==> src/rtl/vga_sync_decoder.sv <==
// vga_sync_decoder: recovers VGA line/frame timing from the bus, locks to the expected geometry, reports pixels and a per-frame RGB checksum.
// Bus layout: [13] hsync, [12] vsync, [11:0] {r[3:0], g[3:0], b[3:0]}.
module vga_sync_decoder #(
  parameter int H_TOTAL     = 1056,
  parameter int V_TOTAL     = 628,
  parameter int H_START     = 216,
  parameter int V_START     = 27,
  parameter int H_ACTIVE    = 800,
  parameter int V_ACTIVE    = 600,
  parameter int SYNC_ACTIVE = 1,
  parameter int LOCK_FRAMES = 2
) (
  input  logic        clk,
  input  logic        rst,
  input  logic [13:0] vga_bus_in,
  output logic        locked,
  output logic        pixel_valid,
  output logic [10:0] pixel_x,
  output logic [10:0] pixel_y,
  output logic [11:0] pixel_rgb,
  output logic        frame_done,
  output logic [23:0] frame_sum,
  output logic [7:0]  err_cnt
);
  typedef enum logic [1:0] {SEARCH, TRACK, LOCKED} state_t;
  localparam logic SA = 1'(SYNC_ACTIVE);
  state_t      state, state_n;
  logic [1:0]  rs;
  logic        rst_s;
  logic [13:0] s1;
  logic        hs_d, vs_d, hs_edge, vs_edge;
  logic [11:0] t_cnt, t_pos;
  logic [10:0] h_pos, v_cnt, v_pos;
  logic        line_err, timeout, good, started, lerr_seen, pv_n, err_inc, sum_load;
  logic [7:0]  gc, gc_n;
  logic [23:0] acc;
  // Reset asserts asynchronously but releases on a clock edge.
  always_ff @(posedge clk or negedge rst)
    if (!rst) rs <= 2'b00;
    else rs <= {rs[0], 1'b1};
  assign rst_s = rs[1];
  // t_cnt counts clocks since the last hsync edge past h_cnt's 2047 ceiling, so the no-hsync timeout can be seen.
  assign hs_edge  = (s1[13] == SA) && !hs_d;
  assign vs_edge  = (s1[12] == SA) && !vs_d;
  assign t_pos    = hs_edge ? '0 : (&t_cnt ? t_cnt : t_cnt + 12'd1);
  assign h_pos    = t_pos[11] ? 11'h7FF : t_pos[10:0];
  assign v_pos    = vs_edge ? '0 : (hs_edge && !(&v_cnt)) ? v_cnt + 11'd1 : v_cnt;
  assign timeout  = int'(t_pos) == 2 * H_TOTAL;
  assign line_err = hs_edge && (int'(t_cnt) + 1 != H_TOTAL);
  assign good     = vs_edge && hs_edge && started && !lerr_seen && !line_err && (int'(v_cnt) + 1 == V_TOTAL);
  assign pv_n     = (state == LOCKED) && int'(h_pos) >= H_START && int'(h_pos) < H_START + H_ACTIVE &&
                    int'(v_pos) >= V_START && int'(v_pos) < V_START + V_ACTIVE;
  always_ff @(posedge clk or negedge rst_s)
    if (!rst_s) begin
      state <= SEARCH;
      gc    <= '0;
    end else begin
      state <= state_n;
      gc    <= gc_n;
    end
  always_comb begin
    state_n = state;
    gc_n    = gc;
    if (timeout) state_n = SEARCH;
    else if (state == SEARCH) begin
      if (vs_edge) begin
        state_n = TRACK;
        gc_n    = '0;
      end
    end else if (state == TRACK) begin
      if (vs_edge) begin
        gc_n = good ? gc + 8'd1 : '0;
        if (good && int'(gc) + 1 >= LOCK_FRAMES) state_n = LOCKED;
      end
    end else if (line_err || (vs_edge && !good)) begin
      state_n = TRACK;
      gc_n    = '0;
    end
  end
  always_comb begin
    locked   = state == LOCKED;
    err_inc  = (state == LOCKED) && (timeout || line_err || (vs_edge && !good));
    sum_load = (state == LOCKED) && (state_n == LOCKED) && good;
  end
  always_ff @(posedge clk or negedge rst_s)
    if (!rst_s) begin
      s1          <= '0;
      hs_d        <= 1'b1;
      vs_d        <= 1'b1;
      t_cnt       <= '0;
      v_cnt       <= '0;
      started     <= 1'b0;
      lerr_seen   <= 1'b0;
      acc         <= '0;
      pixel_valid <= 1'b0;
      pixel_x     <= '0;
      pixel_y     <= '0;
      pixel_rgb   <= '0;
      frame_done  <= 1'b0;
      frame_sum   <= '0;
      err_cnt     <= '0;
    end else begin
      s1          <= vga_bus_in;
      hs_d        <= s1[13] == SA;
      vs_d        <= s1[12] == SA;
      t_cnt       <= t_pos;
      v_cnt       <= v_pos;
      started     <= timeout ? 1'b0 : (vs_edge || started);
      lerr_seen   <= !vs_edge && (lerr_seen || line_err);
      acc         <= vs_edge ? '0 : pv_n ? acc + {12'd0, s1[11:0]} : acc;
      pixel_valid <= pv_n;
      pixel_x     <= pv_n ? h_pos - 11'(H_START) : '0;
      pixel_y     <= pv_n ? v_pos - 11'(V_START) : '0;
      pixel_rgb   <= pv_n ? s1[11:0] : '0;
      frame_done  <= sum_load;
      frame_sum   <= sum_load ? acc : frame_sum;
      err_cnt     <= (err_inc && !(&err_cnt)) ? err_cnt + 8'd1 : err_cnt;
    end
endmodule

==> config.mk <==
export PLATFORM = sky130hd
export DESIGN_NAME = vga_sync_decoder
export DESIGN_NICKNAME = d
export VERILOG_FILES = /design/src/rtl/vga_sync_decoder.sv
export SDC_FILE = /design/constraint.sdc
export NUM_CORES = 1
export LEC_CHECK = 0
export ABC_CLOCK_PERIOD_IN_PS = 11900
export CAP_MARGIN = 40
export CORE_UTILIZATION = 49
export CTS_CLUSTER_DIAMETER = 80
export DETAILED_ROUTE_END_ITERATION = 10
export HOLD_SLACK_MARGIN = 0.05
export PLACE_DENSITY = 0.71
export SYNTH_ARGS = -nofsm -noshare
export SYNTH_HDL_FRONTEND = slang
export SYNTH_SLANG_ARGS = --single-unit
export TNS_END_PERCENT = 10
==> constraint.sdc <==
create_clock -name clk -period 11.9 [get_ports clk]
set_clock_uncertainty 0.2 [all_clocks]
set_input_delay 1.785 -clock clk [delete_from_list [all_inputs] [get_ports clk]]
set_output_delay 1.785 -clock clk [all_outputs]
set_load 0.01 [all_outputs]
* Word-level counts from Yosys, hierarchy flattened
Index checks and enable logic that the tools add are counted.
** Cells by class
- Add/subtract/negate cells :: 10
- Multiply operators :: 0
- Divide/modulo/power cells :: 0
- Order comparisons :: 5
- Equality and inequality tests :: 8
- Shift operators :: 0
- Mux-type cells :: 24
- Bitwise gates (word level) :: 1
- Reduce and logical (&&, ||, !) cells :: 40
** Operators with widths (count)
- 11-bit 2-to-1 mux :: 5
- 24-bit 2-to-1 mux :: 2
- 8-bit 2-to-1 mux :: 6
- 12-bit 2-to-1 mux :: 3
- 24-bit by 12-bit adder with 24-bit output :: 1
- 11-bit by 10-bit < comparator with 1-bit output, second input constant :: 2
- 1-bit logical AND :: 20
- 8-bit by 1-bit adder with 8-bit output, second input constant :: 2
- 2-bit 2-to-1 mux :: 7
- 12-bit by 1-bit adder with 13-bit output, second input constant :: 1
- 13-bit by 11-bit inequality test with 1-bit output, second input constant :: 1
- 11-bit by 1-bit adder with 12-bit output, second input constant :: 1
- 12-bit by 1-bit adder with 12-bit output, second input constant :: 1
- 12-bit by 10-bit == test with 1-bit output, second input constant :: 1
- 12-bit == test, second input constant :: 1
- 12-bit AND reduction :: 1
- 11-bit by 1-bit adder with 11-bit output, second input constant :: 1
- 11-bit by 5-bit >= comparator with 1-bit output, second input constant :: 1
- 11-bit by 8-bit >= comparator with 1-bit output, second input constant :: 1
- 11-bit AND reduction :: 1
- 11-bit by 5-bit subtractor with 11-bit output, second input constant :: 1
- 11-bit by 8-bit subtractor with 11-bit output, second input constant :: 1
- 8-bit by 1-bit adder with 9-bit output, second input constant :: 1
- 9-bit by 2-bit >= comparator with 1-bit output, second input constant :: 1
- 12 further kinds :: 25
** Storage, ports and cells
- Register bits after elaboration :: 145
- Bits in latches :: 0
- Bits in writable memories :: 0
- Memory bits (read-only) :: 0
- Input bits :: 16
- Memories :: 0

* Logic depth before layout (Yosys ltp)
- Depth in word-level cells :: 17
- Depth in mapped cells :: 15

* Least setup slack after synthesis
No wires, ideal clock.
- Path kind :: register -> register
- Start :: register t_cnt[0]
- End :: register pixel_rgb[10]
- Arrival :: 3.011 ns
- Required time :: 11.581 ns
- Path slack :: 8.570 ns
- Cell stages (with the launch flop) :: 15
- Cell sequence :: dfrtp_1 ha_1 and2_1 clkbuf_1 nand2_1 xor2_1 a31oi_1 ha_1 a2111oi_0 o311ai_2 o211ai_1 nand4b_2 inv_1 clkbuf_1 and2_1
** Between the ends
- Longest elaborated chain between the ends :: 10
- Elaborated cells between the ends (all ways) :: 12
- Classes of those cells :: add/sub: 1; order compare: 2; mux: 4; reduce/logical: 5
** Ends and longest elaborated chain
- start, declared :: RTL line 32 : logic [11:0] t_cnt, t_pos;
- start signal, assigned :: RTL line 106 : t_cnt <= t_pos;
- 12-bit by 1-bit adder with 12-bit output or 12-bit AND reduction (tied branches) :: RTL line 45 : assign t_pos = hs_edge ? '0 : (&t_cnt ? t_cnt : t_cnt + 12'd1);
- 12-bit 2-to-1 mux * (2 in a row) :: RTL line 45
- 11-bit 2-to-1 mux * :: RTL line 46 : assign h_pos = t_pos[11] ? 11'h7FF : t_pos[10:0];
- 11-bit by 8-bit >= comparator with 1-bit output :: RTL line 51 : assign pv_n = (state == LOCKED) && int'(h_pos) >= H_START && int'(h_pos) < H_START + H_ACTIVE &&
- 1-bit logical AND :: RTL line 51
- 1-bit logical AND * (2 in a row) :: RTL line 51
- 1-bit logical AND * :: RTL line 52 : int'(v_pos) >= V_START && int'(v_pos) < V_START + V_ACTIVE;
- named net pv_n :: RTL line 34 : logic line_err, timeout, good, started, lerr_seen, pv_n, err_inc, sum_load;
- 12-bit 2-to-1 mux * :: RTL line 114 : pixel_rgb <= pv_n ? s1[11:0] : '0;
- end signal, assigned :: RTL line 114
- end, declared :: RTL line 20 : output logic [11:0] pixel_rgb,
The timed path passes the listed nets; every way through them passes the cells marked *.
A chain may end at the register's enable or synchronous reset.

* Worst setup path in the final report
- Start :: register v_cnt[0]
- End :: register pixel_rgb[3]
** Between the ends
- Longest elaborated chain between the ends :: 9
- Elaborated cells between the ends (all ways) :: 11
- Classes of those cells :: add/sub: 1; order compare: 2; mux: 3; reduce/logical: 5
** Ends and longest elaborated chain
- start, declared :: RTL line 33 : logic [10:0] h_pos, v_cnt, v_pos;
- start signal, assigned :: RTL line 107 : v_cnt <= v_pos;
- branches (longest 3 deep; another with 11-bit by 1-bit adder with 11-bit output)
- 11-bit 2-to-1 mux * (2 in a row) :: RTL line 47 : assign v_pos = vs_edge ? '0 : (hs_edge && !(&v_cnt)) ? v_cnt + 11'd1 : v_cnt;
- named net v_pos[1] :: RTL line 33
- 11-bit by 5-bit >= comparator with 1-bit output :: RTL line 52
- 1-bit logical AND :: RTL line 51
- 1-bit logical AND * :: RTL line 52
- 12-bit 2-to-1 mux * :: RTL line 114
Mark *: on every way through the listed nets, which the timed path passes.

==> metrics.yaml <==
outcome: "complete, no violations"
period_minus_slack_ps: 4720
fin_ws_ps: 7180
detail_route.wl_per_cell_um: 17.4
port_buffers: 84
arrival_ps: 4830
synth_ff_type: "dfrtp_1"
async_flop_share_pct: 100
clockBufferDepth: 2
critPathRequiredTime_ps: 12020
hold_start: "rs[0]$_DFF_PN0_"
yosysSeqAreaShare_pct: 47.9
die_area_mm2: 0.0160
grt_pass1_vias: 5775
hold_violations: 0
drive_above_1_share_pct: 7.92
grt_pass1_wl_um: 29800
tns_ps: 0
diodes: 0
final_antenna_net_count: 0
first_pass_iters: 5
pre_cts_ws_ps: 7240
max_stage_delay_ps: 600
syn_avg_cell_area_um2: 10.2
syn_nets: 780
rsz0062_at_grt: "no"
crit_path_frequent_cell: "ha_1"
antenna_found_initial: 0
startpoint_type: "flip-flop"
synth_edf_count: 0
relSlewSlack_pct: 47.7
die_w_um: 126
place.gp.congestion: 0.903
grt-ovfl-total: 0
start_util_pct: 50.0
io_pins: 85
drc: 0
regArea_mm2: 0.00363
use_met3_pct: 4.13
vias_per_cell: 5.98
synthCells: 743
leakagePower_nw: 4.01
nFillCells: 1220
yosysUniqueCellTypes: 82
critPathKind: "flip-flop to flip-flop"
ctsHtreeMaxLevel: 4
cts_tree: "yes"
path_max_fanout: 29
die_h_um: 126
path_cells: "ha_1 -> and4_1 -> a31oi_2 -> mux2i_1 -> nor2_1 -> ha_1 -> a2111oi_0 -> o211ai_1 -> nand4b_2 -> buf_4 -> inv_1 -> and2_1"
worst-path-buf-inv: 2
use_met2_pct: 36.1
maxCapViolCount: 0
fin_cells: 1009
finalCritPeriodShare_pct: 39.6
vias: 6038
setup_viol: 0
cts_hold_buffers: 0
busiest_layer: "met2"
irDropWorstVdd_mv: 0.0880
powerDensity_mw_per_mm2: 124
path_clk_slew_ps: 60
nets: 845
drt_iter0_markers: 405
end_kind: "flip-flop"
crit_path_start: "v_cnt[0]$_DFF_PN0_"
rows: 45
dp_hpwl_um: 12300
tightest_slew_ps: 765
area_growth_pct: 20.0
placed_cells: 977
cp_slowest_cell: "a31oi_2"
grt_use_met1_pct: 33.1
grtUsageTotal_pct: 23.7
grt_max_degree: 62
root_buffer: "clkbuf_16"
synthesis.area_mm2: 0.00758
hold_class: "flip-flop to flip-flop"
post_cts_buffers: 0
ys_ff_latch: 145
routed_wl_um: 17600
final_common_cell: "dfrtp_1"
yosys_warnings: 0
cp_top_family: "compound AO/OA/AOI/OAI gates"
reg2reg_from: "v_cnt[0]$_DFF_PN0_"
cts_resized: 0
slew_violations: 0
multiInputGateArea_mm2: 0.00365
core_area_mm2: 0.0151
final_cell_mix: "dfrtp_1 (142), clkdlybuf4s50_1 (84), nor2_1 (47)"
clock-sinks: 145
fmax_mhz: 212
worstSkewPairLatency_ps: 430
cts_made_buffers: 17
## sequential cells by signal, summed over array words and instances, names as in the netlist
| signal | flops |
|---|---|
| v_cnt | 11 |
| vs_d | 1 |
| gc | 8 |
| acc | 24 |
| hs_d | 1 |
| frame_sum | 24 |
| pixel_x | 11 |
| pixel_rgb | 12 |
| t_cnt | 12 |
| rs | 2 |
| s1 | 14 |
| err_cnt | 8 |
| pixel_y | 11 |
| started | 1 |
| lerr_seen | 1 |
| pixel_valid | 1 |
| frame_done | 1 |
| state | 2 |
## worst register-to-register path: stages, from the launching register on
cell       delay [ps]
dfrtp_1           480
ha_1              370
and4_1            350
a31oi_2           600
mux2i_1           250
nor2_1             80
ha_1              210
a2111oi_0         490
o211ai_1          260
nand4b_2          400
buf_4             380
inv_1             280
and2_1            240
## path summary, 6_finish.rpt
path,end,slack (ps),cells after the start
max,pixel_rgb[3]$_DFF_PN0_,7180,12
min,rs[1]$_DFF_PN0_,150,0
max reg2reg,pixel_rgb[3]$_DFF_PN0_,7180,12
min reg2reg,rs[1]$_DFF_PN0_,150,0
max in group asynchronous,hs_d$_DFF_PN1_,10030,2
min in group asynchronous,s1[4]$_DFF_PN0_,210,0
## through the flow
stage | power [mW] | utilization (%) | area, µm² | hold WS (ps)
floorplan | 0.592 | - | 7580 | 131
global placement | 0.612 | 55.9 | 8470 | 139
detailed placement | 0.615 | 56.2 | 8510 | 138
CTS | 1.14 | 60.0 | 9090 | 153
global route | 1.18 | 60.0 | 9090 | 172
finish | 1.13 | 60.0 | 9090 | 150
## layout make-up
| class | instances | area share, % |
|---|---|---|
| clock inverter | 12 | 1.36 |
| tap | 188 | 2.59 |
| timing repair buffer | 93 | 10.2 |
| clock buffer | 20 | 5.02 |
| sequential | 145 | 40.0 |
| inverter | 18 | 0.743 |
| multi-input combinational | 533 | 40.1 |
## power by group
part           total, mW  switching [mW]  internal (mW)
Combinational     0.0802          0.0475         0.0327
Clock              0.523           0.220          0.303
Sequential         0.527          0.0234          0.504
Total               1.13           0.291          0.840
## routing by layer
layer	wire, µm	up-vias
met5	0	-
met4	530	0
met3	789	38
met2	8070	179
met1	8220	2965
li1	-	2856
## cell families (layout without fill, tap and decap cells)
group / Yosys count / in the layout / synth area share, %
XOR/XNOR: 42 / 42 / 4.85
flip-flops: 145 / 145 / 47.9
adder cells (fa/ha/maj): 21 / 21 / 3.57
multiplexers: 30 / 30 / 4.38
AND/OR/NAND/NOR: 271 / 271 / 20.1
buffers and inverters: 65 / 143 / 3.93
other: 1 / 1 / 0.0495
AO/OA/AOI/OAI: 168 / 168 / 15.2
## cells in the mapped netlist (all sizes together) (7+ instances only)
| cell type | count | share of area (%) |
|---|---|---|
| nor2b | 9 | 0.74 |
| xor2 | 13 | 1.5 |
| nor3 | 18 | 1.2 |
| dfrtp | 143 | 47 |
| a31oi | 15 | 1.3 |
| o211ai | 7 | 0.69 |
| ha | 20 | 3.3 |
| clkbuf | 23 | 1.2 |
| o31ai | 7 | 0.69 |
| and2 | 22 | 1.8 |
| a21oi | 35 | 2.3 |
| and3 | 17 | 1.5 |
| xnor2 | 29 | 3.4 |
| buf | 24 | 1.8 |
| nand2b | 16 | 1.3 |
| nand4 | 16 | 1.4 |
| mux2 | 25 | 3.7 |
| inv | 18 | 0.89 |
| or3 | 11 | 0.91 |
| o21ai | 41 | 2.7 |
| nand3 | 36 | 2.4 |
| o311ai | 7 | 0.91 |
| nor4 | 8 | 0.74 |
| nor2 | 47 | 2.3 |
| nand2 | 39 | 2.0 |
| and4 | 8 | 0.96 |
No activity file was read; power rests on OpenSTA's default activity.
